`src/rtl/control_sequencer.sv`:
```
// rtl/control_sequencer.sv - fetch/decode/execute/writeback sequencer for the Aeolus 4-bit datapath
// Owns PC, IR and the Z/V flags; every output is decoded from state and IR.
module control_sequencer #(
  parameter int PC_W     = 4,
  parameter int RESET_PC = 0
) (
  input  logic            clk,
  input  logic            reset,
  input  logic [7:0]      instr_in,
  input  logic            alu_zero,
  input  logic            alu_overflow,
  output logic [PC_W-1:0] pc_out,
  output logic            fetch_en,
  output logic [8:0]      alu_op,
  output logic [3:0]      imm_out,
  output logic            imm_sel,
  output logic            acc_we,
  output logic            halted
);

  localparam logic [2:0] ST_FETCH     = 3'd0;
  localparam logic [2:0] ST_DECODE    = 3'd1;
  localparam logic [2:0] ST_EXECUTE   = 3'd2;
  localparam logic [2:0] ST_WRITEBACK = 3'd3;
  localparam logic [2:0] ST_HALT      = 3'd4;

  localparam logic [3:0] OP_LDI = 4'hA;
  localparam logic [3:0] OP_JMP = 4'hB;
  localparam logic [3:0] OP_JZ  = 4'hC;
  localparam logic [3:0] OP_JV  = 4'hD;
  localparam logic [3:0] OP_HLT = 4'hF;

  localparam logic [PC_W-1:0] PC_RST = PC_W'(RESET_PC);

  logic [2:0]      state_q, state_d;
  logic [PC_W-1:0] pc_q, pc_d;
  logic [7:0]      ir_q, ir_d;
  logic            z_q, z_d;
  logic            v_q, v_d;

  logic [3:0] opcode;
  logic       is_alu;
  logic       is_ldi;
  logic       take_jump;
  logic [8:0] alu_onehot;

  assign opcode = ir_q[7:4];

  always_comb begin
    is_alu     = (opcode >= 4'h1) && (opcode <= 4'h9);
    is_ldi     = (opcode == OP_LDI);
    // Jumps see the flags left by the last flag-writing instruction, not their own WRITEBACK.
    take_jump  = (opcode == OP_JMP) ||
                 ((opcode == OP_JZ) && z_q) ||
                 ((opcode == OP_JV) && v_q);
    alu_onehot = '0;
    if (is_alu) begin
      alu_onehot = 9'd1 << (opcode - 4'd1);
    end
  end

  always_comb begin
    state_d = state_q;
    pc_d    = pc_q;
    ir_d    = ir_q;
    z_d     = z_q;
    v_d     = v_q;
    case (state_q)
      ST_FETCH: begin
        state_d = ST_DECODE;
      end
      ST_DECODE: begin
        ir_d    = instr_in;
        state_d = ST_EXECUTE;
      end
      ST_EXECUTE: begin
        state_d = (opcode == OP_HLT) ? ST_HALT : ST_WRITEBACK;
      end
      ST_WRITEBACK: begin
        state_d = ST_FETCH;
        if (is_alu) begin
          z_d = alu_zero;
          v_d = alu_overflow;
        end else if (is_ldi) begin
          z_d = (ir_q[3:0] == 4'h0);
          v_d = 1'b0;
        end
        pc_d = take_jump ? PC_W'(ir_q[3:0]) : pc_q + PC_W'(1);
      end
      ST_HALT: begin
        state_d = ST_HALT;
      end
      default: begin
        state_d = ST_FETCH;
      end
    endcase
  end

  always_ff @(posedge clk or negedge reset) begin
    if (!reset) begin
      state_q <= ST_FETCH;
      pc_q    <= PC_RST;
      ir_q    <= 8'h00;
      z_q     <= 1'b0;
      v_q     <= 1'b0;
    end else begin
      state_q <= state_d;
      pc_q    <= pc_d;
      ir_q    <= ir_d;
      z_q     <= z_d;
      v_q     <= v_d;
    end
  end

  assign pc_out   = pc_q;
  assign imm_out  = ir_q[3:0];
  assign fetch_en = (state_q == ST_FETCH);
  assign alu_op   = (state_q == ST_EXECUTE) ? alu_onehot : 9'h000;
  assign acc_we   = (state_q == ST_WRITEBACK) && (is_alu || is_ldi);
  assign imm_sel  = (state_q == ST_WRITEBACK) && is_ldi;
  assign halted   = (state_q == ST_HALT);

endmodule

```
`config.mk`:
```
export PLATFORM = sky130hd
export DESIGN_NAME = control_sequencer
export DESIGN_NICKNAME = d
export VERILOG_FILES = /design/src/rtl/control_sequencer.sv
export SDC_FILE = /design/constraint.sdc
export NUM_CORES = 1
export LEC_CHECK = 0
export CAP_MARGIN = 20
export CORE_MARGIN = 3
export CORE_UTILIZATION = 48
export CTS_BUF_LIST = sky130_fd_sc_hd__clkbuf_4
export DETAILED_ROUTE_END_ITERATION = 6
export GPL_TIMING_DRIVEN = 0
export PLACE_DENSITY = 0.82
export SYNTH_ARGS = -nofsm -noshare
export SYNTH_HDL_FRONTEND = slang
export SYNTH_SLANG_ARGS = --single-unit
```
`constraint.sdc`:
```
create_clock -name clk -period 2.2 [get_ports clk]
set_clock_uncertainty 0.15 [all_clocks]
set_input_delay 0.22 -clock clk [delete_from_list [all_inputs] [get_ports clk]]
set_output_delay 0.22 -clock clk [all_outputs]
set_load 0.02 [all_outputs]
```
==> impl_results.md, run 1 <==
- Result of the run: finished, final reports clean
- Number of synthesis warnings: 0
- Crit path launch type: flip-flop
- Routed Wire Length: 2660 µm
- Path depth of the worst reg2reg path: 5
- Final setup violation count: 0
- Max Fanout on Critical Path: 4
- Final HPWL from detailed placement: 1820 µm
- Type of the worst min-delay path: input pin to async pin
- CTS Hold Bufs: 0
- Post-Synthesis Net Count: 123
- Die area: 0.00280 mm²
- F_max: 470 MHz
- Final antenna diode count: 0
- Overall Global Routing Usage: 22.3%
- Minimum setup slack among reg-to-reg paths: 0.42 ns
- Area contributors post-synth: dfrtp_1 40%, mux2_2 6.4%, ha_1 3.5%
- Cell count after synthesis: 108
- Post-synthesis average cell area: 9.80 µm²
- Number of maximum-capacitance violations: 0
- Cell leakage power: 0.681 nW
- Number of nets in the layout: 166
- Critical Path Source: state_q[2]
- Final-report max-slew violation count: 0
- Top_reg_cell synth: dfrtp_1
- Most used standard cells in the synthesized netlist: 17 x dfrtp_1, 10 x nand2_1, 7 x nor2_1, 6 x mux2_2, 5 x o21ai_0
- CP Data Arrival Time: 1.76 ns
- Areal power density over the cells: 1530 mW/mm²
- Core box area: 0.00202 mm²
- Detailed-route vias per instance: 5.62
- Number of global-route vias before repair: 1,025
- Critical Path End: alu_op[1]
- Final global-route overflow total: 0
- Die Span X: 53.0 µm
- Clock slew seen by the registers of the worst setup and hold paths: 0.11 ns
- TritonCTS Sinks: 17
- Total via count after detailed routing: 995
- Count of boundary I/O pins: 33
- Area of the mapped netlist: 0.00106 mm²
- Clock tree from TritonCTS: built
- Combinational share of power: 65.4%
- Unrepaired setup endpoints after global routing: true
- Flop and latch count out of synthesis: 17
- Port Buffer Count: 32
- Placement row count: 16
- Power spent charging and discharging nets: 1.03 mW
- Die Height: 53.0 µm
- Reg-to-Reg Start: state_q[0]
- Maximum number of pins on one net before global-route repair: 18
- Post-detailed-route wirelength per cell: 15.0 µm
- Critical path start-end classification: flip-flop to primary output
- Post-synth EDFFs: 0
- Element type at the critical path end: primary output
- Ratio of final minimum period to clock period: 96.7%
- Clock latency at the later pin of the worst-skew pair: 0.29 ns
- Sequential share of the synthesized area: 40.2%
- Routability congestion estimate from global placement: 0.860
- Initial cell density of the core: 52.4%
- DRC viols: 0
- Setup TNS after final layout: 0 ns
- Max transition margin: 46.1%
- Switching share of total power: 44.9%
- Fillcell total: 156
- Placed cell area: 0.00141 mm²
- Buffer levels on the longest clock path: 2
- Crit Reg-Reg Endpoint: ir_q[5]
- Endpoints failing hold: 0
- Data required time of the critical path: 1.83 ns
- Number of CTS-inserted buffers: 3
- Sequential power share: 27.0%
- Post-detailed-route count of antenna-violating nets: 0
- Cell accounting for the most synthesized area: dfrtp_1
- Proportion of layout cells with a drive suffix above 1: 31.3%
- Number of antenna violations at the first check in global routing: 0
- Buffer type at the clock tree root: clkbuf_4
- Synth-to-layout area growth: 42.2%
- Min Clock Period, post-route: 2.13 ns
- Global-route wire length before repair: 4470 µm
- VDD IR max: 0.00101 V
- Unique cell type count in the Yosys netlist: 40
- Clock group share of total power: 7.7%
- Finished Cell Area: 0.00151 mm²
- Internal power component: 1.27 mW
- Most numerous cell in the Yosys netlist: dfrtp_1
- Max H-tree Level: 1
- Area share of the largest cell type after synthesis: 40.2%
- Synth async-reset ratio: 100%
- Transition time of the tightest slew-check pin: 0.805 ns
- DRC marker count from the first detailed-route iteration: 16
- Length of the first detailed-routing pass in iterations: 4
-- cell families after synthesis --
logic type	Yosys count	share of synthesized area [%]
AO/OA/AOI/OAI	16	11.9
XOR/XNOR	1	0.828
adder cells (fa/ha/maj)	3	3.55
buffers and inverters	14	9.10
flip-flops	17	40.2
multiplexers	9	9.22
AND/OR/NAND/NOR	48	25.2
-- routing by layer --
metal | vias to the layer above | track usage [%] | wire length (µm)
li1 | 470 | - | -
met1 | 485 | 25.6 | 1040
met2 | 34 | 38.6 | 1430
met3 | 6 | 4.79 | 155
met4 | 0 | 11.1 | 40
met5 | - | 0 | 0
-- worst min path at each step --
stage          startpoint       to  slack (ns)  cells after the start
6_report            reset  ir_q[4]        0.23                      1
5_1_grt             reset  ir_q[6]        0.27                      1
4_1_cts             reset  ir_q[6]        0.25                      1
3_5_place_dp          v_q      v_q        0.37                      2
3_3_place_gp          v_q      v_q        0.37                      2
2_1_floorplan       reset  ir_q[0]       -0.23                      0
-- through the flow --
step | hold WS [ns] | power [mW] | setup WS (ns) | cells | utilization [%]
after floorplan | -0.226 | 1.52 | 0.00301 | 108 | -
after global placement | 0.369 | 1.91 | -0.318 | 167 | 69.9
after detailed placement | 0.374 | 1.96 | -0.376 | 167 | 69.9
after CTS | 0.249 | 2.20 | 0.00107 | 176 | 72.5
after global routing | 0.266 | 2.50 | -0.0510 | 177 | 74.4
final | 0.228 | 2.30 | 0.0727 | 177 | 74.4
-- cells in the final DEF (no fill, tap or decap), types with 4 or more instances in the layout --
cell type,n
buf_2,6
o21ai_0,5
nand2_1,10
dfrtp_1,15
nand3_1,4
buf_4,11
clkbuf_4,4
mux2_2,6
nand2b_1,4
nor2_1,6
clkdlybuf4s50_1,19
dlygate4sd2_1,5
-- cell type report --
| cell class | count | area [µm²] | share of cell area (%) |
|---|---|---|---|
| plain buffers | 10 | 80.1 | 5.32 |
| flip-flops and latches | 17 | 428 | 28.4 |
| clock buffers | 3 | 22.5 | 1.50 |
| repair buffers | 38 | 329 | 21.9 |
| clock inverters | 1 | 5.00 | 0.333 |
| inverters | 4 | 20.0 | 1.33 |
| multi-input cells | 77 | 587 | 39.0 |
| well taps | 27 | 33.8 | 2.24 |
-- worst max-delay path, stage by stage, from the launching register on --
cell	delay, ns
dfrtp_1	0.44
or3b_4	0.42
or3_1	0.33
nor2_1	0.11
buf_2	0.17
-- power groups by stage --
stage | clock network (mW) | registers (mW) | logic (mW)
after detailed placement | 0 | 0.637 | 1.32
after global routing | 0.195 | 0.649 | 1.65
final | 0.176 | 0.620 | 1.50
after floorplan | 0 | 0.641 | 0.884
after CTS | 0.176 | 0.617 | 1.41
after global placement | 0 | 0.627 | 1.28
-- registers in the layout, indices dropped and copies added, names as in the netlist --
register,cells
ir_q,8
z_q,1
state_q,3
pc_out,4
v_q,1
-- what timing repair did --
item / in CTS / in global routing
cloned: 0 / 0
buffers inserted: 5 / 1
setup endpoints to repair: 11 / 11
pin swaps: 1 / 0
resized for setup: 39 / 11
(Power assumes the default switching activity.)
==> run 2: changes to the inputs <==
--- a/config.mk
+++ b/config.mk
@@ -6,7 +6,7 @@
 export NUM_CORES = 1
 export LEC_CHECK = 0
 export CAP_MARGIN = 20
-export CORE_MARGIN = 3
+export CORE_MARGIN = 4
 export CORE_UTILIZATION = 48
 export CTS_BUF_LIST = sky130_fd_sc_hd__clkbuf_4
 export DETAILED_ROUTE_END_ITERATION = 6
==> run 2 against run 1 <==
Net effect:
- via count up 0.10%
- highest routed layer unchanged
- first-iteration DRC count is 81% higher
- largest cell class unchanged
- sequential power shrank 3%
- core utilization rose by 0.99 points
- total power grew 0.76%
- largest power group unchanged
- register-to-register slack is essentially flat
==> impl_results.md, run 2 (synthesis gave the netlist of run 1 again) <==
- Port Buffer Count: 32
- Proportion of layout cells with a drive suffix above 1: 34.4%
- Die Height: 55.0 µm
- Routability congestion estimate from global placement: 0.747
- Clock latency at the later pin of the worst-skew pair: 0.30 ns
- Synth-to-layout area growth: 44.1%
- Max H-tree Level: 1
- Total via count after detailed routing: 996
- DRC marker count from the first detailed-route iteration: 29
- Element type at the critical path end: primary output
- Register name with the most flops: ir_q
- Sequential cell area: 427 µm²
- Post-route worst hold slack: 0.196 ns
- Core box area: 0.00202 mm²
- Utilization after layout: 75.4%
- Endpoints failing hold: 0
- Inst Count DP: 167
- Non-filler instance count after layout: 181
- Crit path launch type: flip-flop
- Count of boundary I/O pins: 33
- Flip-flop count of the largest register after layout: 8
- Final antenna diode count: 0
- Overall Global Routing Usage: 20.2%
- Detailed-route vias per instance: 5.50
- Post-detailed-route wirelength per cell: 14.6 µm
- CTS Hold Bufs: 0
- Critical path start-end classification: flip-flop to primary output
- Number of CTS-inserted buffers: 3
- Largest stage delay on the critical path: 0.42 ns
- DRC viols: 0
- Number of nets in the layout: 170
- F_max: 472 MHz
- Initial cell density of the core: 52.4%
- Global-route wire length before repair: 4400 µm
- Placement row count: 16
- Final setup violation count: 0
- Length of the first detailed-routing pass in iterations: 4
- Cell leakage power: 0.681 nW
- Number of global-route vias before repair: 997
- Most common cell after layout, fill and taps aside: clkdlybuf4s50_1
- Max Fanout on Critical Path: 4
- Max transition margin: 49.3%
- Clock slew seen by the registers of the worst setup and hold paths: 0.11 ns
- Ratio of final minimum period to clock period: 96.2%
- Fillcell total: 157
- Data required time of the critical path: 1.83 ns
- Die Span X: 55.0 µm
- Area of combinational cells with multiple inputs: 581 µm²
- Standard cell with the maximum stage delay on the critical path: dfrtp_2
- TritonCTS Sinks: 17
- Top layer reached by signal wires: met4
- Post-route total power: 2.32 mW
- Final critical-path setup slack: 0.0829 ns
- Buffer levels on the longest clock path: 2
- Number of antenna violations at the first check in global routing: 0
- Clock tree from TritonCTS: built
- Number of maximum-capacitance violations: 0
- Final HPWL from detailed placement: 1930 µm
- CP Data Arrival Time: 1.75 ns
- Result of the run: finished, final reports clean
- VDD IR max: 0.00104 V
- Final-report max-slew violation count: 0
- Worst slack at placement: -0.375 ns
- Maximum number of pins on one net before global-route repair: 18
- Met2 wire length: 1360 µm
- Met3 routed wirelength: 117 µm
- Post-detailed-route count of antenna-violating nets: 0
- Areal power density over the cells: 1520 mW/mm²
- Routed Wire Length: 2650 µm
- Leading cell types in the layout, fill and taps excluded: 19 x clkdlybuf4s50_1, 16 x buf_4, 16 x dfrtp_1
- Final global-route overflow total: 0
- Min Clock Period, post-route: 2.12 ns
- Buffer type at the clock tree root: clkbuf_4
- Transition time of the tightest slew-check pin: 0.758 ns
- Type of the worst min-delay path: input pin to async pin
- Cells along the critical path: buf_4, a21o_2, a211oi_2, dlygate4sd2_1
- Routed length on met1: 1160 µm
- Die area: 0.00302 mm²
==> run 2: changes by cell type in the layout (fill, tap and decap cells not counted), sizes merged <==
cell and change:
buf +4, clkbuf +1, dlymetal6s2s -1, dlygate4sd2 -1, clkdlybuf4s15 +1
==> run 2: routing by layer <==
layer | vias to the layer above | GRT usage [%]
met5 | - | 0
met4 | 0 | 6.07
met3 | 2 | 2.68
met2 | 24 | 35.0
met1 | 491 | 26.2
li1 | 479 | -
==> run 2: what timing repair did <==
action,CTS,global route
hold endpoints to repair,0,0
setup endpoints to repair,11,8
pin swaps,0,1
buffers inserted,7,3
resized for setup,43,10
==> run 2: layout make-up <==
class                   instances  area share (%)
plain buffers                  10            5.25
well taps                      27            2.21
inverters                       4            1.31
multi-input cells              77            38.1
repair buffers                 42            23.4
clock inverters                 1           0.328
flip-flops and latches         17            28.0
clock buffers                   3            1.48
==> run 2: final timing paths <==
| path | startpoint | endpoint | slack, ns | cells after the start |
|---|---|---|---|---|
| max | ir_q[5] | acc_we | 0.08 | 4 |
| min | reset | ir_q[1] | 0.20 | 1 |
| max reg2reg | state_q[2] | ir_q[5] | 0.43 | 4 |
| min reg2reg | v_q | v_q | 0.40 | 2 |
| max in group asynchronous | reset | ir_q[5] | 1.17 | 1 |
| min in group clk | instr_in[7] | ir_q[7] | 0.31 | 3 |
==> run 2: report_power, final <==
group          leakage, nW  internal, mW  switching (mW)
clock network       0.0177        0.0679           0.111
registers            0.198         0.467           0.134
logic                0.466         0.764           0.774
total                0.681          1.30            1.02
==> run 2: worst max-delay path: cells and delay by family (launching register included) <==
family	cells	cell delay, ns
compound gates	2	0.50
flops	1	0.42
buf+inv	2	0.52
==> run 2: per-stage QoR <==
| stage | area [µm²] | TNS [ns] |
|---|---|---|
| 5_1_grt | 1530 | -0.0307 |
| 3_3_place_gp | 1410 | -2.13 |
| 6_report | 1530 | 0 |
| 3_5_place_dp | 1410 | -2.38 |
| 2_1_floorplan | 1060 | 0 |
| 4_1_cts | 1490 | -0.0568 |
==> run 3: changes to the inputs <==
--- a/config.mk
+++ b/config.mk
@@ -6,7 +6,7 @@
 export NUM_CORES = 1
 export LEC_CHECK = 0
 export CAP_MARGIN = 20
-export CORE_MARGIN = 4
+export CORE_MARGIN = 2
 export CORE_UTILIZATION = 48
 export CTS_BUF_LIST = sky130_fd_sc_hd__clkbuf_4
 export DETAILED_ROUTE_END_ITERATION = 6
==> constraint.sdc (replaced) <==
create_clock -name clk -period 2.4 [get_ports clk]
set_clock_uncertainty 0.15 [all_clocks]
set_input_delay 0.24 -clock clk [delete_from_list [all_inputs] [get_ports clk]]
set_output_delay 0.24 -clock clk [all_outputs]
set_load 0.02 [all_outputs]
==> run 3 against run 2 <==
Net effect:
- clock power fell by 9%
- sequential power down 6.3%
- final cell count is 3.3% lower
- critical path depth up 2
- cell area decreased by 4.7%
- non-clock buffer count decreased by 7
- global-route usage shrank 0.20 points
- worst setup slack better by 0.066 ns
- worst hold slack gained 0.045 ns
- largest power group unchanged
- core utilization fell by 7.8 points
- total power down 14%
- clock-buffer cell count rose by 1
- critical endpoint is now alu_op[6]
==> impl_results.md, run 3 (synthesis gave the netlist of run 1 again) <==
- Worst slack at placement: -0.188 ns
- Core box area: 0.00215 mm²
- Critical Path End: alu_op[6]
- Endpoints failing hold: 0
- Final global-route overflow total: 0
- Buffer levels on the longest clock path: 2
- Post-detailed-route wirelength per cell: 13.1 µm
- Die Height: 51.0 µm
- Buffer type at the clock tree root: clkbuf_4
- Detailed-route vias per instance: 5.38
- Number of antenna violations at the first check in global routing: 0
- F_max: 444 MHz
- VDD IR max: 0.000757 V
- Inst Count DP: 168
- Crit path launch type: flip-flop
- CP Data Arrival Time: 1.86 ns
- Type of the worst min-delay path: input pin to async pin
- DRC viols: 0
- Critical Path Most Common Cell: nor2_1
- Standard cell with the maximum stage delay on the critical path: dfrtp_2
- Minimum setup slack among reg-to-reg paths: 0.64 ns
- Non-filler instance count after layout: 175
- Die Span X: 51.0 µm
- Flip-flop count of the largest register after layout: 8
- Areal power density over the cells: 1360 mW/mm²
- Setup TNS after final layout: 0 ns
- Ratio of final minimum period to clock period: 93.8%
- Reg-to-Reg Start: state_q[2]
- Routability congestion estimate from global placement: 0.848
- Initial cell density of the core: 49.3%
- Global-route wire length before repair: 3960 µm
- Critical path start-end classification: flip-flop to primary output
- Maximum number of pins on one net before global-route repair: 18
- Post-detailed-route count of antenna-violating nets: 0
- Number of global-route vias before repair: 936
- Final critical-path setup slack: 0.149 ns
- Total via count after detailed routing: 942
- Number of nets in the layout: 163
- Transition time of the tightest slew-check pin: 0.757 ns
- Result of the run: finished, final reports clean
- Synth-to-layout area growth: 37.4%
- Max H-tree Level: 1
- Cells along the critical path: clkbuf_4, nor2_1, ha_1, nand2b_1, nor2_1, clkdlybuf4s15_2
- Final-report max-slew violation count: 0
- Data required time of the critical path: 2.01 ns
- Port Buffer Count: 32
- Unrepaired setup endpoints after global routing: false
- Crit Reg-Reg Endpoint: pc_out[3]
- Leading cell types in the layout, fill and taps excluded: 21 x clkdlybuf4s50_1, 16 x dfrtp_1, 10 x nand2_1
- Critical Path Source: ir_q[5]
- Largest stage delay on the critical path: 0.41 ns
- Element type at the critical path end: primary output
- Overall Global Routing Usage: 20.0%
- Count of boundary I/O pins: 33
- Proportion of layout cells with a drive suffix above 1: 24.5%
- Final antenna diode count: 0
- Length of the first detailed-routing pass in iterations: 4
- Clock tree from TritonCTS: built
- Placement row count: 17
- Path depth of the worst reg2reg path: 5
- TritonCTS Sinks: 17
- Min Clock Period, post-route: 2.25 ns
- Register name with the most flops: ir_q
- Most common cell after layout, fill and taps aside: clkdlybuf4s50_1
- Routed Wire Length: 2300 µm
- Max Fanout on Critical Path: 10
- Clock slew seen by the registers of the worst setup and hold paths: 0.09 ns
- Final HPWL from detailed placement: 1710 µm
- Clock latency at the later pin of the worst-skew pair: 0.29 ns
- Number of maximum-capacitance violations: 0
- DRC marker count from the first detailed-route iteration: 11
- Max transition margin: 49.4%
- Cell leakage power: 0.665 nW
- Number of CTS-inserted buffers: 3
- CTS Hold Bufs: 0
- Die area: 0.00260 mm²
- Final setup violation count: 0
## run 3: changes by cell type in the layout (fill, tap and decap cells not counted), moves of 2 or more
cell and delta:
buf_4 -9, clkdlybuf4s50_1 +2, buf_2 -4, clkbuf_2 +3, dlymetal6s2s_1 +2
## run 3: what timing repair did
action,in CTS,in global routing
gates resized for setup,17,14
hold endpoints to repair,0,0
setup buffers,2,1
endpoints found under the setup margin,11,9
## run 3: report_power, final
part	total (mW)	leakage (nW)	switching [mW]	internal, mW
clock network	0.162	0.0184	0.0860	0.0759
logic	1.26	0.449	0.646	0.612
registers	0.563	0.198	0.134	0.428
total	1.98	0.665	0.866	1.12
## run 3: cell type report
| class | instances | area (µm²) |
|---|---|---|
| multi-input combinational | 77 | 542 |
| clock buffer | 4 | 30.0 |
| sequential | 17 | 427 |
| inverter | 4 | 20.0 |
| fill | 184 | 694 |
| buffer | 10 | 80.1 |
| timing repair buffer | 35 | 320 |
| tap | 28 | 35.0 |
## run 3: worst max-delay path: cells and delay by family, from the launching register on
kind | cells | cell delay [ns]
fa+ha+maj | 1 | 0.29
buf+inv | 2 | 0.45
flops | 1 | 0.41
simple gates | 3 | 0.42
## run 3: through the flow
stage	power (mW)	instance area (µm²)	hold WS (ns)	util [%]
floorplan	1.40	1060	-0.206	-
global placement	1.75	1410	0.368	65.8
detailed placement	1.78	1410	0.379	65.8
CTS	1.98	1460	0.261	67.9
global route	2.15	1450	0.298	67.7
finish	1.98	1450	0.241	67.7
## run 3: routing by layer
layer / vias to the layer above / share of wire (%) / global-route usage, %
met3: 4 / 5.2 / 2.05
met4: 0 / 1.3 / 6.76
met2: 33 / 49 / 35.3
met1: 441 / 45 / 25.5
li1: 464 / - / -
met5: - / 0 / 0
## run 3: worst min-delay path by stage
stage	cells past startpoint	end	start	slack [ns]
after detailed placement	2	v_q	v_q	0.38
after CTS	1	ir_q[0]	reset	0.26
after floorplan	0	ir_q[0]	reset	-0.21
final	1	state_q[1]	reset	0.24
after global placement	1	pc_out[3]	pc_out[3]	0.37
after global routing	1	state_q[2]	reset	0.30
